==> config.mk <==
export PLATFORM = sky130hd
export DESIGN_NAME = smg_scan_ctrl_flat
export DESIGN_NICKNAME = d
export VERILOG_FILES = /design/src/rtl/smg_scan_ctrl_if.sv /design/src/rtl/smg_scan_ctrl.sv /design/src/flat_wrapper.sv
export SDC_FILE = /design/constraint.sdc
export NUM_CORES = 1
export LEC_CHECK = 0
export ABC_CLOCK_PERIOD_IN_PS = 10900
export CORE_ASPECT_RATIO = 1.4
export CORE_MARGIN = 3
export CORE_UTILIZATION = 41
export DETAILED_ROUTE_END_ITERATION = 8
export GPL_TIMING_DRIVEN = 0
export PLACE_DENSITY = 0.66
export SYNTH_ARGS = -nofsm -noshare
export SYNTH_HDL_FRONTEND = slang
export SYNTH_SLANG_ARGS = --single-unit
==> constraint.sdc <==
create_clock -name clk -period 10.9 [get_ports clk]
set_clock_uncertainty 0.05 [all_clocks]
set_input_delay 2.18 -clock clk [delete_from_list [all_inputs] [get_ports clk]]
set_output_delay 2.18 -clock clk [all_outputs]
set_load 0.05 [all_outputs]
==> src/rtl/smg_scan_ctrl_if.sv <==
`default_nettype none
// ============================================================================
// Module      : smg_scan_ctrl_if
// Description : Bundle of application-side data/control inputs and board-side
//               display outputs for smg_scan_ctrl.
//               master : application / board view (drives data, reads pins)
//               slave  : the scan controller itself
// Signals     : num_data[4*DIG_NUM], dp_in[DIG_NUM], load, lz_blank_en,
//               bright[4], scan_sig[DIG_NUM], smg_data[8], frame_done,
//               test_mode (only when SMG_SELFTEST_EN is defined)
// Revision    : 1.0 - initial release
// ============================================================================
interface smg_scan_ctrl_if #(
  parameter int DIG_NUM = 6
);
  logic [4*DIG_NUM-1:0] num_data;
  logic [DIG_NUM-1:0]   dp_in;
  logic                 load;
  logic                 lz_blank_en;
  logic [3:0]           bright;
`ifdef SMG_SELFTEST_EN
  logic                 test_mode;
`endif
  logic [DIG_NUM-1:0]   scan_sig;
  logic [7:0]           smg_data;
  logic                 frame_done;

  modport master (
`ifdef SMG_SELFTEST_EN
    output test_mode,
`endif
    output num_data, dp_in, load, lz_blank_en, bright,
    input  scan_sig, smg_data, frame_done
  );

  modport slave (
`ifdef SMG_SELFTEST_EN
    input  test_mode,
`endif
    input  num_data, dp_in, load, lz_blank_en, bright,
    output scan_sig, smg_data, frame_done
  );
endinterface
`default_nettype wire

==> src/rtl/smg_scan_ctrl.sv <==
`default_nettype none
// ============================================================================
// Module      : smg_scan_ctrl
// Description : Multiplexed 7-segment display scan controller. Hex decode with
//               per-digit decimal points, optional leading-zero blanking,
//               16-level PWM brightness and double-buffered value updates that
//               take effect only at frame boundaries.
// Ports       : clk        - system clock
//               rst        - synchronous reset, active-high
//               bus        - smg_scan_ctrl_if.slave (data in, load strobe,
//                            blanking enable, brightness, digit select,
//                            segment data, frame_done pulse)
// Option      : SMG_SELFTEST_EN - adds bus.test_mode (all segments lit,
//               full duty, no blanking while high)
// Revision    : 1.0 - initial release
// ============================================================================
module smg_scan_ctrl #(
  parameter int DIG_NUM      = 6,
  parameter int SCAN_CNT     = 50000,
  parameter int CNT_W        = 16,
  parameter int SEG_ACT_LOW  = 1,
  parameter int SCAN_ACT_LOW = 1
) (
  input  wire logic         clk,
  input  wire logic         rst,
  smg_scan_ctrl_if.slave    bus
);

  localparam int IDX_W = (DIG_NUM > 1) ? $clog2(DIG_NUM) : 1;
  localparam int THR_W = CNT_W + 5;

  localparam logic [CNT_W-1:0]   C_CNT_LAST  = CNT_W'(SCAN_CNT - 1);
  localparam logic [IDX_W-1:0]   C_IDX_LAST  = IDX_W'(DIG_NUM - 1);
  localparam logic [THR_W-1:0]   C_SLOT16    = THR_W'(SCAN_CNT / 16);
  localparam logic [7:0]         C_SEG_BLANK = (SEG_ACT_LOW != 0) ? 8'hFF : 8'h00;
  localparam logic [DIG_NUM-1:0] C_SCAN_OFF  = (SCAN_ACT_LOW != 0) ? {DIG_NUM{1'b1}}
                                                                   : {DIG_NUM{1'b0}};

  // Active-low segment code {dp,g,f,e,d,c,b,a}, dp off.
  function automatic logic [7:0] f_hex(input logic [3:0] n);
    case (n)
      4'h0: f_hex = 8'hC0;  4'h1: f_hex = 8'hF9;
      4'h2: f_hex = 8'hA4;  4'h3: f_hex = 8'hB0;
      4'h4: f_hex = 8'h99;  4'h5: f_hex = 8'h92;
      4'h6: f_hex = 8'h82;  4'h7: f_hex = 8'hF8;
      4'h8: f_hex = 8'h80;  4'h9: f_hex = 8'h90;
      4'hA: f_hex = 8'h88;  4'hB: f_hex = 8'h83;
      4'hC: f_hex = 8'hC6;  4'hD: f_hex = 8'hA1;
      4'hE: f_hex = 8'h86;  default: f_hex = 8'h8E;
    endcase
  endfunction

  // State
  logic [CNT_W-1:0]     cnt_q,      cnt_d;
  logic [IDX_W-1:0]     idx_q,      idx_d;
  logic [4*DIG_NUM-1:0] pend_num_q, pend_num_d;
  logic [DIG_NUM-1:0]   pend_dp_q,  pend_dp_d;
  logic                 pend_vld_q, pend_vld_d;
  logic [4*DIG_NUM-1:0] act_num_q,  act_num_d;
  logic [DIG_NUM-1:0]   act_dp_q,   act_dp_d;
  logic                 fdone_q,    fdone_d;
  logic [DIG_NUM-1:0]   scan_q,     scan_d;
  logic [7:0]           seg_q,      seg_d;

  // Combinational helpers
  logic                 w_tick;
  logic                 w_bound;
  logic                 w_on;
  logic                 w_test;
  logic [THR_W-1:0]     w_thr;
  logic                 w_hi_zero;
  logic [3:0]           w_sel_nib;
  logic                 w_sel_dp;
  logic                 w_sel_blank;
  logic [7:0]           w_seg_low;
  logic [DIG_NUM-1:0]   w_onehot;

`ifdef SMG_SELFTEST_EN
  assign w_test = bus.test_mode;
`else
  assign w_test = 1'b0;
`endif

  always_comb begin
    // Slot timing
    w_tick  = (cnt_q == C_CNT_LAST);
    w_bound = w_tick && (idx_q == C_IDX_LAST);
    cnt_d   = w_tick ? '0 : cnt_q + CNT_W'(1);
    idx_d   = idx_q;
    if (w_tick) begin
      idx_d = (idx_q == C_IDX_LAST) ? '0 : idx_q + IDX_W'(1);
    end

    // Double buffer: the boundary transfer reads pending as it was before this
    // edge; a load in the same cycle then refills pending for the next frame.
    pend_num_d = pend_num_q;
    pend_dp_d  = pend_dp_q;
    pend_vld_d = pend_vld_q;
    act_num_d  = act_num_q;
    act_dp_d   = act_dp_q;
    if (w_bound && pend_vld_q) begin
      act_num_d  = pend_num_q;
      act_dp_d   = pend_dp_q;
      pend_vld_d = 1'b0;
    end
    if (bus.load) begin
      pend_num_d = bus.num_data;
      pend_dp_d  = bus.dp_in;
      pend_vld_d = 1'b1;
    end
    fdone_d = w_bound;

    // Brightness window: first (bright+1)/16 of each slot is lit.
    w_thr = ({{CNT_W{1'b0}}, 1'b0, bus.bright} + THR_W'(1)) * C_SLOT16;
    w_on  = ({5'b0, cnt_q} < w_thr) || w_test;

    // Walk from the most significant digit down so w_hi_zero holds "this digit
    // and every higher one is zero" at the point the current digit is reached.
    w_hi_zero   = 1'b1;
    w_sel_nib   = 4'h0;
    w_sel_dp    = 1'b0;
    w_sel_blank = 1'b0;
    for (int k = DIG_NUM - 1; k >= 0; k--) begin
      w_hi_zero = w_hi_zero && (act_num_q[4*k +: 4] == 4'h0);
      if (idx_q == IDX_W'(k)) begin
        w_sel_nib   = act_num_q[4*k +: 4];
        w_sel_dp    = act_dp_q[k];
        w_sel_blank = w_hi_zero && (k != 0);
      end
    end

    w_seg_low = (bus.lz_blank_en && w_sel_blank) ? 8'hFF : f_hex(w_sel_nib);
    if (w_sel_dp) begin
      w_seg_low[7] = 1'b0;
    end
    if (w_test) begin
      w_seg_low = 8'h00;
    end

    w_onehot = DIG_NUM'(1) << idx_q;

    // Both pin groups are registered from the same state so they switch together.
    if (w_on) begin
      scan_d = (SCAN_ACT_LOW != 0) ? ~w_onehot : w_onehot;
      seg_d  = (SEG_ACT_LOW != 0) ? w_seg_low : ~w_seg_low;
    end else begin
      scan_d = C_SCAN_OFF;
      seg_d  = C_SEG_BLANK;
    end
  end

  always_ff @(posedge clk) begin
    if (rst) begin
      cnt_q      <= '0;
      idx_q      <= '0;
      pend_num_q <= '0;
      pend_dp_q  <= '0;
      pend_vld_q <= 1'b0;
      act_num_q  <= '0;
      act_dp_q   <= '0;
      fdone_q    <= 1'b0;
      scan_q     <= C_SCAN_OFF;
      seg_q      <= C_SEG_BLANK;
    end else begin
      cnt_q      <= cnt_d;
      idx_q      <= idx_d;
      pend_num_q <= pend_num_d;
      pend_dp_q  <= pend_dp_d;
      pend_vld_q <= pend_vld_d;
      act_num_q  <= act_num_d;
      act_dp_q   <= act_dp_d;
      fdone_q    <= fdone_d;
      scan_q     <= scan_d;
      seg_q      <= seg_d;
    end
  end

  assign bus.scan_sig   = scan_q;
  assign bus.smg_data   = seg_q;
  assign bus.frame_done = fdone_q;

endmodule
`default_nettype wire
==> src/flat_wrapper.sv <==
// flat-port wrapper written by rule: the top's interface ports become plain ports
module smg_scan_ctrl_flat 
#(
  parameter int DIG_NUM      = 6,
  parameter int SCAN_CNT     = 50000,
  parameter int CNT_W        = 16,
  parameter int SEG_ACT_LOW  = 1,
  parameter int SCAN_ACT_LOW = 1
)
  (clk, rst, bus_num_data, bus_dp_in, bus_load, bus_lz_blank_en, bus_bright, bus_scan_sig, bus_smg_data, bus_frame_done);
  smg_scan_ctrl_if #(.DIG_NUM(DIG_NUM)) bus_i ();
  input  wire logic clk;
  input  wire logic rst;
  input wire logic [$bits(bus_i.num_data)-1:0] bus_num_data;
  input wire logic [$bits(bus_i.dp_in)-1:0] bus_dp_in;
  input wire logic [$bits(bus_i.load)-1:0] bus_load;
  input wire logic [$bits(bus_i.lz_blank_en)-1:0] bus_lz_blank_en;
  input wire logic [$bits(bus_i.bright)-1:0] bus_bright;
  output wire logic [$bits(bus_i.scan_sig)-1:0] bus_scan_sig;
  output wire logic [$bits(bus_i.smg_data)-1:0] bus_smg_data;
  output wire logic [$bits(bus_i.frame_done)-1:0] bus_frame_done;
  assign bus_i.num_data = bus_num_data;
  assign bus_i.dp_in = bus_dp_in;
  assign bus_i.load = bus_load;
  assign bus_i.lz_blank_en = bus_lz_blank_en;
  assign bus_i.bright = bus_bright;
  assign bus_scan_sig = bus_i.scan_sig;
  assign bus_smg_data = bus_i.smg_data;
  assign bus_frame_done = bus_i.frame_done;
  smg_scan_ctrl #(.DIG_NUM(DIG_NUM), .SCAN_CNT(SCAN_CNT), .CNT_W(CNT_W), .SEG_ACT_LOW(SEG_ACT_LOW), .SCAN_ACT_LOW(SCAN_ACT_LOW)) u_core (.clk(clk), .rst(rst), .bus(bus_i));
endmodule
==> results.tsv <==
stage	metric	value	unit
cells_and_area	Synth-to-Final Area Change	19.0	%
routing	met1 wire length	5.08	mm
cells_and_area	fin util	50.9	%
timing	Rel. slew slack	47.4	%
cells_and_area	# nets final	757	
routing	via density per instance	5.50	
timing	Worst-Margin Slew	0.788	ns
worst_setup_path	r2r setup slk	7.68	ns
placed_design	detailed placement HPWL	9.92	mm
timing	Slew Limit Fails	0	
yosys	Post-synth EDFFs	0	
timing	post-layout min period	7.49	ns
power	power per cell area	134	mW/mm²
worst_setup_path	reg2reg end	u_core.bus.smg_data[0]	
clocking	PostCTS Resize Cnt	0	
power	P_leak	2.66	nW
worst_setup_path	Worst setup SP type	input pin	
cells_and_area	final cell count without fillers	819	
routing	DRC	0	
cells_and_area	diodes inserted	0	
timing	setup TNS	0	ns
job	MaxCap Viol Count	0	
yosys	Most used DFF post-synth	dfxtp_1	
clocking	clock sinks	95	
routing	starting DRC count in detailed routing	123	
yosys	Syn. warnings	0	
routing	DR WL met2	6.90	mm
die	Core Box Area	0.0126	mm²
worst_setup_path	Worst EP required	11.13	ns
yosys	Post-Syn Area	0.00537	mm²
clocking	Root Buffer	clkbuf_16	
routing	post-DR wirelength/cell	15.4	µm
worst_setup_path	critical path class	in -> reg	
clocking	Num CTS Buffers	9	
placed_design	Final GP Congestion	0.938	
routing	First-pass DRT Iterations	4	
clocking	Post-CTS Hold Fix Bufs	0	
yosys	post-synthesis cell type count	76	
timing	RSZ-0062 raised after global routing	no	
worst_setup_path	CP endpoint	u_core.bus.scan_sig[2]	
clocking	Post-CTS Setup Bufs	0	
die	initial core utilization	42.8	%
worst_setup_path	reg-to-reg startpoint	u_core.idx_q[0]	
placed_design	placed cell count	803	
power	Worst VDD drop	0.0000831	V
yosys	Post-synth ARST share	0	%
grt	Remaining Overflow, GRT	0	
worst_setup_path	crit end category	flop	
timing	final hold viol count	0	
cells_and_area	share of cells above drive strength 1	8.82	%
yosys	synthesized flop and latch total	95	
outcome	status	finished, final reports clean	
grt	first-pass GRT wire length	20.7	mm
hold_path	hold depth	2	
timing	Fmax	134	MHz
routing	highest metal used	met4	
die	Die ar.	0.0145	mm²
yosys	post-synthesis cell count	603	
clocking	H-tree levels	3	
placed_design	# port buffers	50	
clocking	clock latency on the worst-skew pair	0.35	ns
hold_path	Hold Crit Class	reg -> reg	
clocking	Reg clk slew, reported paths	0.06	ns
grt	Tot GR Track Use	17.9	%
die	I/O pin count	53	
yosys	synthesized area per cell	8.91	µm²
grt	initial antenna violation count	0	
worst_setup_path	cell count of the worst reg-to-reg path	12	
die	Die Span X	103	µm
die	Core Rows	48	
die	Die Span Y	141	µm
routing	DRT Wirelength	12.6	mm
routing	routed via count	4501	
worst_setup_path	crit path DAT	7.72	ns
worst_setup_path	crit path max fanout	10	
grt	vias in the first global route	4496	
timing	Final Cycle Share	68.7	%
worst_setup_path	Setup crit start	bus_bright[0]	
clocking	CTS tree	yes	
routing	post-route ant nets	0	
yosys	syn nets	696	
clocking	CTS max path bufs	2	
yosys	sequential-to-total area share from yosys stat	35.4	%
timing	worst hold slack	0.400	ns
grt	largest net degree at the start of global routing	16	
timing	# setup viols final	0	
routing	met3 wire len	375	µm
## kinds of logic (layout without fill, tap and decap cells)
group	after synthesis	in the layout	share of synthesized area (%)
DFF	95	95	35.4
xor gates and xnor gates	30	30	4.89
muxes	39	39	7.36
and+or+nand+nor	224	224	20.8
buffers and inverters	49	115	4.05
AOI/OAI and AO/OA	111	111	14.5
adders and majority gates	55	55	12.9
## metrics by stage
step	instance area, µm²	worst slack (ns)	total power, mW
2_1_floorplan	5370	4.61	0.473
3_3_place_gp	6060	3.23	0.511
3_5_place_dp	6060	3.12	0.517
4_1_cts	6390	3.42	0.865
5_1_grt	6390	2.97	0.898
6_report	6390	3.41	0.856
## placed cells by master, fill, tap and decap left out, types with 6 or more instances in the layout
| cell | netlist | final |
|---|---|---|
| a21o_1 | 6 | 6 |
| a21oi_1 | 48 | 48 |
| a31oi_1 | 8 | 8 |
| and3_1 | 12 | 12 |
| buf_2 | 6 | 6 |
| clkbuf_1 | 15 | 16 |
| clkbuf_16 | 0 | 9 |
| clkdlybuf4s50_1 | 0 | 50 |
| dfxtp_1 | 95 | 95 |
| ha_1 | 54 | 54 |
| inv_1 | 22 | 22 |
| mux2i_1 | 35 | 35 |
| nand2_1 | 76 | 76 |
| nand3_1 | 18 | 18 |
| nand4_1 | 6 | 6 |
| nor2_1 | 62 | 62 |
| o22ai_1 | 6 | 6 |
| xnor2_1 | 18 | 18 |
| xor2_1 | 12 | 12 |
## how the worst min path moves through the flow
stage / startpoint / end / slack (ns)
2_1_floorplan: u_core.cnt_q[0] / u_core.cnt_q[0] / 0.38
3_3_place_gp: u_core.pend_num_q[22] / u_core.act_num_q[22] / 0.39
3_5_place_dp: u_core.pend_num_q[21] / u_core.act_num_q[21] / 0.40
4_1_cts: u_core.pend_num_q[21] / u_core.act_num_q[21] / 0.41
5_1_grt: u_core.pend_dp_q[0] / u_core.act_dp_q[0] / 0.42
6_report: u_core.pend_num_q[21] / u_core.act_num_q[21] / 0.40
## registers in the layout, indices dropped and copies added, names as in the netlist, 3 cells and up
signal / count
u_core.act_num_q: 24
u_core.pend_num_q: 24
u_core.cnt_q: 16
u_core.bus.smg_data: 8
u_core.act_dp_q: 6
u_core.bus.scan_sig: 6
u_core.pend_dp_q: 6
u_core.idx_q: 3
## metal layers
layer,up-vias,global-route usage [%]
met2,83,34.1
met5,-,0
li1,2266,-
met3,21,3.69
met4,0,5.46
met1,2131,19.4
## layout make-up
type                            instances  area (µm²)
Fill cell                            1161        6160
Buffer                                 27         135
Clock inverter                          4        76.3
Sequential cell                        95        1900
Timing Repair Buffer                   50         500
Clock buffer                           12         256
Multi-Input combinational cell        459        3250
Inverter                               22        82.6
Tap cell                              150         188
## cell usage after synthesis, types with 2 or more instances
library cell / n / share of area, %
a211oi_1: 2 / 0.28
a21o_1: 6 / 0.84
a21oi_1: 48 / 4.5
a21oi_2: 2 / 0.33
a221oi_1: 2 / 0.33
a31oi_1: 8 / 0.93
and2_1: 5 / 0.58
and3_1: 12 / 1.4
buf_2: 6 / 0.56
buf_4: 3 / 0.42
buf_6: 2 / 0.42
clkbuf_1: 15 / 1.0
dfxtp_1: 95 / 35
ha_1: 54 / 13
inv_1: 22 / 1.5
mux2_2: 4 / 0.84
mux2i_1: 35 / 6.5
nand2_1: 76 / 5.3
nand2_2: 2 / 0.23
nand2b_1: 2 / 0.23
nand3_1: 18 / 1.7
nand4_1: 6 / 0.70
nor2_1: 62 / 4.3
nor2_2: 3 / 0.35
nor2b_1: 5 / 0.58
nor3_1: 5 / 0.47
nor3b_1: 2 / 0.28
nor4_1: 5 / 0.58
nor4b_2: 2 / 0.56
o2111ai_1: 2 / 0.33
o211ai_1: 3 / 0.42
o211ai_2: 2 / 0.47
o21a_1: 5 / 0.70
o21ai_0: 4 / 0.37
o21ai_1: 2 / 0.19
o22ai_1: 6 / 0.70
o311ai_1: 2 / 0.33
or3_1: 2 / 0.23
xnor2_1: 18 / 2.9
xor2_1: 12 / 2.0
## critical path: stages
cell and delay, ns:
clkdlybuf4s50_1 0.72, ha_1 0.25, xor2_1 0.44, ha_1 0.30
xnor2_1 0.16, ha_1 0.27, ha_1 0.28, ha_1 0.35
a21oi_2 0.17, o21ai_1 0.11, a2111o_1 0.44, a31oi_1 0.25
o21ai_0 0.13, xnor2_1 0.16, ha_1 0.28, nand3_1 0.08
nor3b_1 0.37, nand4_1 0.13, a21oi_1 0.19, o22ai_2 0.18
buf_6 0.19, nand3b_1 0.08
## power breakdown
| group | total [mW] | switching [mW] | leakage [nW] | internal [mW] |
|---|---|---|---|---|
| Combinational | 0.148 | 0.0804 | 1.72 | 0.0674 |
| Sequential | 0.361 | 0.00490 | 0.775 | 0.356 |
| Clock | 0.347 | 0.132 | 0.165 | 0.215 |
| Total | 0.856 | 0.218 | 2.66 | 0.639 |
Note: power is estimated with default switching activity, not from simulation.
